### src/rtl/gpio_hs_pkg.sv
// Shared types and constants for the GPIO handshake sequencer.
// Holds the FSM state type, the step count and the fixed drive/expect table.
package gpio_hs_pkg;

    typedef enum logic [2:0] {
        ST_IDLE  = 3'd0,
        ST_DRIVE = 3'd1,
        ST_WAIT  = 3'd2,
        ST_PASS  = 3'd3,
        ST_FAIL  = 3'd4
    } state_e;

    // Steps 0..4 expect a response; step 5 is the terminal pattern.
    localparam int unsigned NUM_STEPS = 6;
    localparam logic [2:0]  LAST_STEP = 3'(NUM_STEPS - 1);

    // Pattern byte driven to the far end for each step.
    function automatic logic [7:0] driveByte(input logic [2:0] idx);
        logic [7:0] b;
        case (idx)
            3'd0:    b = 8'hA0;
            3'd1:    b = 8'h0B;
            3'd2:    b = 8'hAB;
            3'd3:    b = 8'h01;
            3'd4:    b = 8'h02;
            default: b = 8'h04;
        endcase
        return b;
    endfunction

    // Response byte expected back for each step. The terminal step has no
    // response, so its entry is never compared.
    function automatic logic [7:0] expectByte(input logic [2:0] idx);
        logic [7:0] b;
        case (idx)
            3'd0:    b = 8'hF0;
            3'd1:    b = 8'h0F;
            3'd2:    b = 8'h00;
            3'd3:    b = 8'h01;
            3'd4:    b = 8'h03;
            default: b = 8'h00;
        endcase
        return b;
    endfunction

endpackage

### src/rtl/gpio_hs_sync.sv
// Two-flop synchronizer for the far-end response byte followed by a
// stability filter. o_match pulses for one cycle once the synchronized byte
// has equalled i_expect for STABLE_CYCLES consecutive armed cycles.
module gpio_hs_sync #(
    parameter int unsigned STABLE_CYCLES = 4
) (
    input  logic       i_clock,
    input  logic       i_rstn,
    input  logic [7:0] i_data,
    input  logic [7:0] i_expect,
    input  logic       i_arm,
    output logic       o_match
);

    // The run counter only needs to reach STABLE_CYCLES-1; the final
    // matching cycle is recognised combinationally.
    localparam int unsigned CW          = (STABLE_CYCLES > 1) ? $clog2(STABLE_CYCLES) : 1;
    localparam logic [CW-1:0] STABLE_LAST = CW'(STABLE_CYCLES - 1);

    logic [7:0]    r_meta;
    logic [7:0]    r_sync;
    logic [CW-1:0] r_stable;
    logic          w_equal;

    assign w_equal = (r_sync == i_expect);
    assign o_match = i_arm && w_equal && (r_stable == STABLE_LAST);

    // Bring the asynchronous pad byte into the clock domain.
    always_ff @(posedge i_clock or negedge i_rstn) begin
        if (!i_rstn) begin
            r_meta <= 8'h00;
            r_sync <= 8'h00;
        end else begin
            r_meta <= i_data;
            r_sync <= r_meta;
        end
    end

    // Count consecutive matching cycles; any mismatch or disarm restarts it.
    always_ff @(posedge i_clock or negedge i_rstn) begin
        if (!i_rstn) begin
            r_stable <= '0;
        end else if (!i_arm || !w_equal || o_match) begin
            r_stable <= '0;
        end else begin
            r_stable <= r_stable + CW'(1);
        end
    end

endmodule

### src/rtl/gpio_handshake_seq.sv
// GPIO handshake sequencer: drives a fixed pattern byte per step, waits for
// the far end to echo the matching response, and ends in PASS or FAIL.
module gpio_handshake_seq
    import gpio_hs_pkg::*;
#(
    parameter int unsigned TIMEOUT_CYCLES = 25000,
    parameter int unsigned STABLE_CYCLES  = 4
) (
    input  logic        clock,
    input  logic        resetb,
    input  logic        start,
    input  logic [7:0]  chk_lo_in,
    output logic [7:0]  chk_hi_out,
    output logic        chk_hi_oeb,
    output logic [2:0]  step,
    output logic        busy,
    output logic        pass,
    output logic        fail,
    output logic [14:0] timeout_cnt
);

    // The timeout fires on the WAIT cycle that brings the counter to
    // TIMEOUT_CYCLES, i.e. when the old value is TIMEOUT_CYCLES-1.
    localparam logic [14:0] TIMEOUT_LAST = 15'(TIMEOUT_CYCLES - 1);
    localparam logic [14:0] CNT_MAX      = '1;

    logic [1:0]  r_rstSync;
    logic        w_rstn;
    state_e      r_state;
    logic [2:0]  r_step;
    logic [7:0]  r_out;
    logic        r_oeb;
    logic        r_busy;
    logic        r_pass;
    logic        r_fail;
    logic [14:0] r_cnt;
    logic [7:0]  w_expect;
    logic        w_arm;
    logic        w_match;

    // Reset asserts immediately but releases only after two clock edges.
    always_ff @(posedge clock or negedge resetb) begin
        if (!resetb) begin
            r_rstSync <= 2'b00;
        end else begin
            r_rstSync <= {r_rstSync[0], 1'b1};
        end
    end

    assign w_rstn   = r_rstSync[1];
    assign w_expect = expectByte(r_step);
    assign w_arm    = (r_state == ST_WAIT);

    gpio_hs_sync #(
        .STABLE_CYCLES (STABLE_CYCLES)
    ) u_sync (
        .i_clock  (clock),
        .i_rstn   (w_rstn),
        .i_data   (chk_lo_in),
        .i_expect (w_expect),
        .i_arm    (w_arm),
        .o_match  (w_match)
    );

    // Sequencer FSM with step register, wait counter and registered outputs.
    always_ff @(posedge clock or negedge w_rstn) begin
        if (!w_rstn) begin
            r_state <= ST_IDLE;
            r_step  <= 3'd0;
            r_out   <= 8'h00;
            r_oeb   <= 1'b1;
            r_busy  <= 1'b0;
            r_pass  <= 1'b0;
            r_fail  <= 1'b0;
            r_cnt   <= 15'd0;
        end else begin
            case (r_state)
                ST_IDLE, ST_PASS, ST_FAIL: begin
                    if (start) begin
                        r_state <= ST_DRIVE;
                        r_step  <= 3'd0;
                        r_busy  <= 1'b1;
                        r_pass  <= 1'b0;
                        r_fail  <= 1'b0;
                    end
                end
                ST_DRIVE: begin
                    r_out <= driveByte(r_step);
                    r_oeb <= 1'b0;
                    r_cnt <= 15'd0;
                    if (r_step == LAST_STEP) begin
                        r_state <= ST_PASS;
                        r_busy  <= 1'b0;
                        r_pass  <= 1'b1;
                    end else begin
                        r_state <= ST_WAIT;
                    end
                end
                ST_WAIT: begin
                    if (r_cnt != CNT_MAX) begin
                        r_cnt <= r_cnt + 15'd1;
                    end
                    // An acceptance wins over a timeout in the same cycle.
                    if (w_match) begin
                        r_step  <= r_step + 3'd1;
                        r_state <= ST_DRIVE;
                    end else if (r_cnt >= TIMEOUT_LAST) begin
                        r_state <= ST_FAIL;
                        r_busy  <= 1'b0;
                        r_fail  <= 1'b1;
                    end
                end
                default: begin
                    r_state <= ST_IDLE;
                end
            endcase
        end
    end

    assign chk_hi_out  = r_out;
    assign chk_hi_oeb  = r_oeb;
    assign step        = r_step;
    assign busy        = r_busy;
    assign pass        = r_pass;
    assign fail        = r_fail;
    assign timeout_cnt = r_cnt;

endmodule

### config.mk
export PLATFORM = sky130hd
export DESIGN_NAME = gpio_handshake_seq
export DESIGN_NICKNAME = d
export VERILOG_FILES = /design/src/rtl/gpio_hs_pkg.sv /design/src/rtl/gpio_hs_sync.sv /design/src/rtl/gpio_handshake_seq.sv
export SDC_FILE = /design/constraint.sdc
export NUM_CORES = 1
export LEC_CHECK = 0
export BUFFER_PORTS_ARGS = -buffer_cell sky130_fd_sc_hd__buf_2
export CAP_MARGIN = 20
export CORE_UTILIZATION = 50
export CTS_CLUSTER_DIAMETER = 100
export CTS_CLUSTER_SIZE = 24
export DETAILED_ROUTE_END_ITERATION = 8
export PLACE_DENSITY = 0.72
export REMOVE_ABC_BUFFERS = 1
export SYNTH_ARGS = -nofsm -noshare
export SYNTH_HDL_FRONTEND = slang
export SYNTH_HIERARCHICAL = 1
export SYNTH_SLANG_ARGS = --single-unit
### constraint.sdc
create_clock -name clock -period 2 [get_ports clock]
set_input_delay 0.2 -clock clock [delete_from_list [all_inputs] [get_ports clock]]
set_output_delay 0.2 -clock clock [all_outputs]
set_load 0.1 [all_outputs]
# --- Yosys cells after proc, flatten, opt, wreduce, memory -nomap -nowiden ---
# Cells that the tools add are included.
totals:
  reg_bits: 53
  latchBits: 0
  ram_bits: 0
  romBits: 0
  out_inout_bits: 30
  word_cells: 78
  mem_count: 0
classes:
  addsub: 3
  mul: 0
  div: 0
  magnitude_cmp: 1
  n_eq_ne: 19
  n_shift: 0
  muxes: 24
  bitwise_logic: 0
  n_reduce_logical: 19
op_table:
  columns: ["op", "n"]
  rows:
  - ["$pmux W8 S5", 1]
  - ["$pmux W8 S4", 1]
  - ["$pmux W15 S2", 1]
  - ["$add A15 B1 Y15 const B", 1]
  - ["$ge A15 B15 Y1 const B", 1]
  - ["$mux W15", 1]
  - ["$mux W3", 5]
  - ["$ne A15 B15 Y1 const B", 1]
  - ["$eq A3 B2 Y1 const B", 4]
  - ["$ne A2 B2 Y1 const B", 6]
  - ["$eq A3 B3 Y1 const B", 3]
  - ["$mux W1", 9]
  - ["$pmux W3 S3", 1]
  - ["$eq A8 B8 Y1", 1]
  - ["$eq A3 B1 Y1 const B", 2]
  - ["$logic_not A3 Y1", 2]
  - ["$pmux W3 S2", 1]
  - ["$reduce_and A3 Y1", 2]
  - ["$reduce_bool A2 Y1", 3]
  - ["$reduce_and A5 Y1", 1]
  - ["$pmux W1 S2", 2]
  - ["$reduce_and A2 Y1", 2]
  - ["$reduce_and A4 Y1", 1]
  - ["$add A3 B1 Y3 const B", 1]
  - ["other kinds (10)", 13]

# --- Depth between registers and ports, before layout ---
depth:
  word_depth: 7
  depth_mapped: 13

# --- By module ---
# The synthesis kept the hierarchy.
modules_own_cells:
  columns: ["mod", "instances", "cells_per_inst", "area_each_um2", "seq_area_each_um2"]
  rows:
  - ["gpio_handshake_seq", 1, 194, 1780.5, 802.0]
  - ["gpio_hs_sync", 1, 37, 638.1, 450.4]

# --- Worst setup path before layout ---
# Ideal clock, no wire load.
synth_timing:
  kind: "register -> register"
  from: "register r_step[1], in the netlist step[1]"
  to: "register r_state[0]"
  setup_ps: 65
  arrival_time_ps: 3209
  t_required_ps: 1935
  setup_slack_ps: -1274
  stages_incl_launch_ff: 14
  n_path_buf: 0
  synth_period_minus_slack_ps: 3274
  path_cell_list: "dfrtp_1 -> inv_1 -> ha_1 -> nor2b_1 -> nand2b_1 -> a21o_1 -> xnor2_1 -> nand3_2 -> nor4_2 -> nor2_1 -> a21oi_1 -> or2_2 -> o31a_1 -> o211a_1"
synth_between:
  elab_chain_cells: 7
  elab_cells_between_ends: 14
synth_lines:
  columns: ["element", "line_no", "source"]
  rows:
  - ["from (decl)", "gpio_handshake_seq.sv:30", "logic [2:0] r_step;"]
  - ["from (signal assigned)", "gpio_handshake_seq.sv:105", "r_step <= r_step + 3'd1;"]
  - ["$eq A3 B3 Y1, or another cell as far along", "gpio_hs_pkg.sv:35", "case (idx)"]
  - ["$pmux W8 S4 (*)", "gpio_hs_pkg.sv:35", null]
  - ["via w_expect[2]", "gpio_handshake_seq.sv:37", "logic [7:0] w_expect;"]
  - ["$eq A8 B8 Y1 (*)", "gpio_hs_sync.sv:25", "assign w_equal = (r_sync == i_expect);"]
  - ["$logic_and A1 B1 Y1 (*) (2 in a row)", "gpio_hs_sync.sv:26", "assign o_match = i_arm && w_equal && (r_stable == STABLE_LAST);"]
  - ["via w_match", "gpio_handshake_seq.sv:39", "logic w_match;"]
  - ["$mux W3 / $ne A3 B3 Y1 (equally long branches)", null, null]
  - ["$pmux W3 S3 / $reduce_and A2 Y1 (equally long branches)", null, null]
  - ["to (signal assigned)", "gpio_handshake_seq.sv:80", "r_state <= ST_DRIVE;"]
  - ["to (signal assigned)", "gpio_handshake_seq.sv:106", "r_state <= ST_DRIVE;"]
  - ["to (signal assigned)", "gpio_handshake_seq.sv:108", "r_state <= ST_FAIL;"]
  - ["to (decl)", "gpio_handshake_seq.sv:29", "state_e r_state;"]
# The timed path passes the listed nets; every way through them passes the cells marked *.
# A chain may end at the register's enable or synchronous reset.

# --- Worst setup path in the final report ---
layout_timing:
  from: "register r_step[0], in the netlist step[0]"
  to: "register u_sync.r_stable[0]"
layout_between:
  elab_chain_cells: 7
  elab_cells_between_ends: 12
layout_lines:
  columns: ["element", "line_no", "source"]
  rows:
  - ["$eq A3 B3 Y1, or another cell as far along", "gpio_hs_pkg.sv:35", null]
  - ["$pmux W8 S4 (*)", "gpio_hs_pkg.sv:35", null]
  - ["via w_expect[2]", "gpio_handshake_seq.sv:37", null]
  - ["$eq A8 B8 Y1 (*)", "gpio_hs_sync.sv:25", null]
  - ["$logic_not A1 Y1 / $logic_and A1 B1 Y1 (equally long branches)", "gpio_hs_sync.sv:43, gpio_hs_sync.sv:26", null]
  - ["$logic_or A1 B1 Y1 / $logic_and A1 B1 Y1 (equally long branches)", "gpio_hs_sync.sv:43, gpio_hs_sync.sv:26", null]
  - ["$logic_or A1 B1 Y1 (*)", "gpio_hs_sync.sv:43", "end else if (!i_arm || !w_equal || o_match) begin"]
  - ["$mux W2 (*)", "gpio_hs_sync.sv:43", null]
  - ["to (signal assigned)", "gpio_hs_sync.sv:46", "r_stable <= r_stable + CW'(1);"]
  - ["to (decl)", "gpio_hs_sync.sv:22", "logic [CW-1:0] r_stable;"]
# Marks and branches as above.

==> impl_metrics.yaml <==
synth:
  yosysTopAreaCell: "dfrtp_1"
  netlist_top_cells_area: "dfrtp_1 51%, o21ai_0 3.9%, ha_1 3.6%"
  syn_avg_cell_area_sq_um: 10.5
  async_flop_share_pct: 100
  ys_ff_latch: 50
  synth_warnings: 6
  synth_top_cell_area_share_pct: 50.7
  synth_cells: 231
  synth_cell_type_count: 50
  synth_edf_count: 0
  synth-main-ff-cell: "dfrtp_1"
  syn-cell-area_sq_um: 2420
  seq_area_frac_synth_pct: 51.8
finish:
  final_util_pct: 71.8
  synthToLayoutAreaGrowth_pct: 33.7
  layout_common_cells: "47 x dfrtp_1, 38 x buf_2, 37 x buf_4"
  layout.cells.most_common: "dfrtp_1"
  insertedDiodeCount: 0
  final_nets: 334
  finalNonFillerCells: 369
  fill_cells: 316
  drive_gt1_share_pct: 37.2
power_and_ir_drop:
  seqPwrFrac_pct: 36.0
  p_comb_share_pct: 46.2
  power_density_nw_per_um2: 1100
  p_sw_share_pct: 50.5
  switching_power_w: 0.00179
  p_leak_nw: 1.50
  total_power_w: 0.00355
  clkPwrFrac_pct: 17.8
  max-vdd-ir-drop_uv: 511
  p_int_w: 0.00176
cts:
  root_buffer: "clkbuf_8"
  clock_path_buffers: 2
  cts_max_level: 2
  cts_tree: "yes"
  clock_sinks: 50
  insertion_delay_ps: 300
  path_clk_slew_ps: 100
  cts_buffers: 5
floorplan:
  initial_utilization_pct: 53.7
  core_sq_um: 4500
  dieArea_sq_um: 5120
  die-width_um: 71.6
  rows: 24
  fp.dieH_um: 71.6
  io-pin-count: 41
routing:
  dr.pass1.iters: 4
  drt-wirelength-per-cell_um: 14.3
  drc: 0
  wl_met1_um: 2480
  drtIter0Drc: 93
  route.detailed.vias_per_inst: 5.39
  num_vias: 1988
  wl_met2_um: 2550
  wl_um: 5260
  ant_nets: 0
  top_layer_used: "met4"
  met3_length_um: 205
setup_path:
  required_ps: 2220
  path_class: "reg2reg"
  end_kind: "flip-flop"
  critPathArrivalTime_ps: 2610
  critPathLaunchType: "flip-flop"
  crit_fanout: 3
placement:
  dp_hpwl_um: 3590
  gp_congestion: 0.797
  port_buffers: 38
  dp.cells: 344
sta:
  fmax_mhz: 419
  post-route-min-period_ps: 2390
  relSlewSlack_pct: 63.8
  tightest_slew_ps: 544
  finalWorstSetupSlack_ps: -389
  finClkSkew_ps: 3.43
  hold_viol_final: 0
  finalSetupViolations: 10
  finalCritPeriodShare_pct: 119
  rsz0062_at_grt: "true"
  whs_ps: 208
  tns_ps: -2430
  drv_slew: 0
min_path:
  hold_path_class: "in2async"
global_routing:
  grt_use_total_pct: 22.1
  grt_max_degree: 26
  gr-total-overflow: 0
  grt_pass1_wl_um: 8870
  antenna_found_initial: 0
  grt_pass1_vias: 1951
status:
  outcome: "finished, violations left"
  violations: "setup timing"
job:
  maxCapViolCount: 0
[timing repair]
| action | in CTS | in global routing |
|---|---|---|
| setup endpoints to repair | 10 | 12 |
| endpoints found under the hold margin | 10 | 0 |
| hold buffers | 9 | 0 |
| pin swaps | 8 | 0 |
| buffers inserted | 7 | 1 |
| resized for setup | 15 | 12 |
[power groups by stage]
stage          clock network, W  registers, W  logic (W)
6_report               0.000633       0.00128    0.00164
5_1_grt                0.000690       0.00130    0.00172
4_1_cts                0.000651       0.00128    0.00163
3_5_place_dp                  0       0.00130    0.00159
3_3_place_gp                  0       0.00128    0.00157
2_1_floorplan                 0       0.00228   0.000285
[worst max-delay path: stages (launching register included)]
cell and delay, ps:
dfrtp_1 440, ha_4 180, nor2b_4 120, nand2b_4 140, a21o_1 190, xnor2_2 140, nand3_2 90, buf_4 140
buf_4 120, buf_4 120, buf_4 120, buf_4 120, buf_4 140, nor4b_2 230
[registers in the layout, indices dropped and copies added (netlist names)]
signal and count:
step 3, chk_hi_oeb 1, fail 1, pass 1, u_sync/r_meta 8, chk_hi_out 5
u_sync/r_sync 8, busy 1, u_sync/r_stable 2, r_state 3, r_rstSync 2, timeout_cnt 15
[cell type report]
type                    instances  area (sq um)  area share, %
well taps                      52          65.1           2.01
repair buffers                 86           589           18.2
flip-flops and latches         50          1250           38.8
clock buffers                   5          68.8           2.13
inverters                       7          26.3          0.813
clock inverters                 3          28.8          0.890
multi-input cells             166          1200           37.1
[cell usage after synthesis (4+ instances only)]
master,number
nand2b_1,5
dfrtp_1,49
xor2_1,4
nand3_1,10
clkbuf_1,6
inv_1,7
xnor2_1,8
o21ai_0,19
ha_1,7
nor3_1,4
nor2_1,18
nand2_1,23
a21oi_1,7
[metal layers]
layer / track usage, % / vias up
li1: - / 981
met1: 30.5 / 952
met2: 36.9 / 51
met3: 4.22 / 4
met4: 4.58 / 0
met5: 0 / -
[kinds of logic after synthesis]
kind of cell,synth area share (%)
AOI/OAI and AO/OA,12.8
adders and majority gates,3.62
xor gates and xnor gates,6.36
DFF,51.8
buffers and inverters,2.95
muxes,0.414
other,0.311
and+or+nand+nor,21.7
[worst paths after layout]
path                               from            endpoint  slack, ps  cells after the start
max                             step[0]  u_sync/r_stable[0]       -390                     13
min                              resetb        r_rstSync[0]        210                      2
max reg2reg                     step[0]  u_sync/r_stable[0]       -390                     13
min reg2reg                r_rstSync[1]    u_sync/r_meta[2]        260                      0
max in group asynchronous  r_rstSync[1]          chk_hi_oeb       1150                      1
min in group clock                start          r_state[2]        270                      3
[stage by stage]
| step | setup WS (ps) | instance area, sq um |
|---|---|---|
| finish | -389 | 3230 |
| floorplan | -1330 | 2380 |
| detailed placement | -508 | 2880 |
| global placement | -422 | 2880 |
| global route | -445 | 3230 |
| CTS | -342 | 3170 |
(Power assumes the default switching activity.)
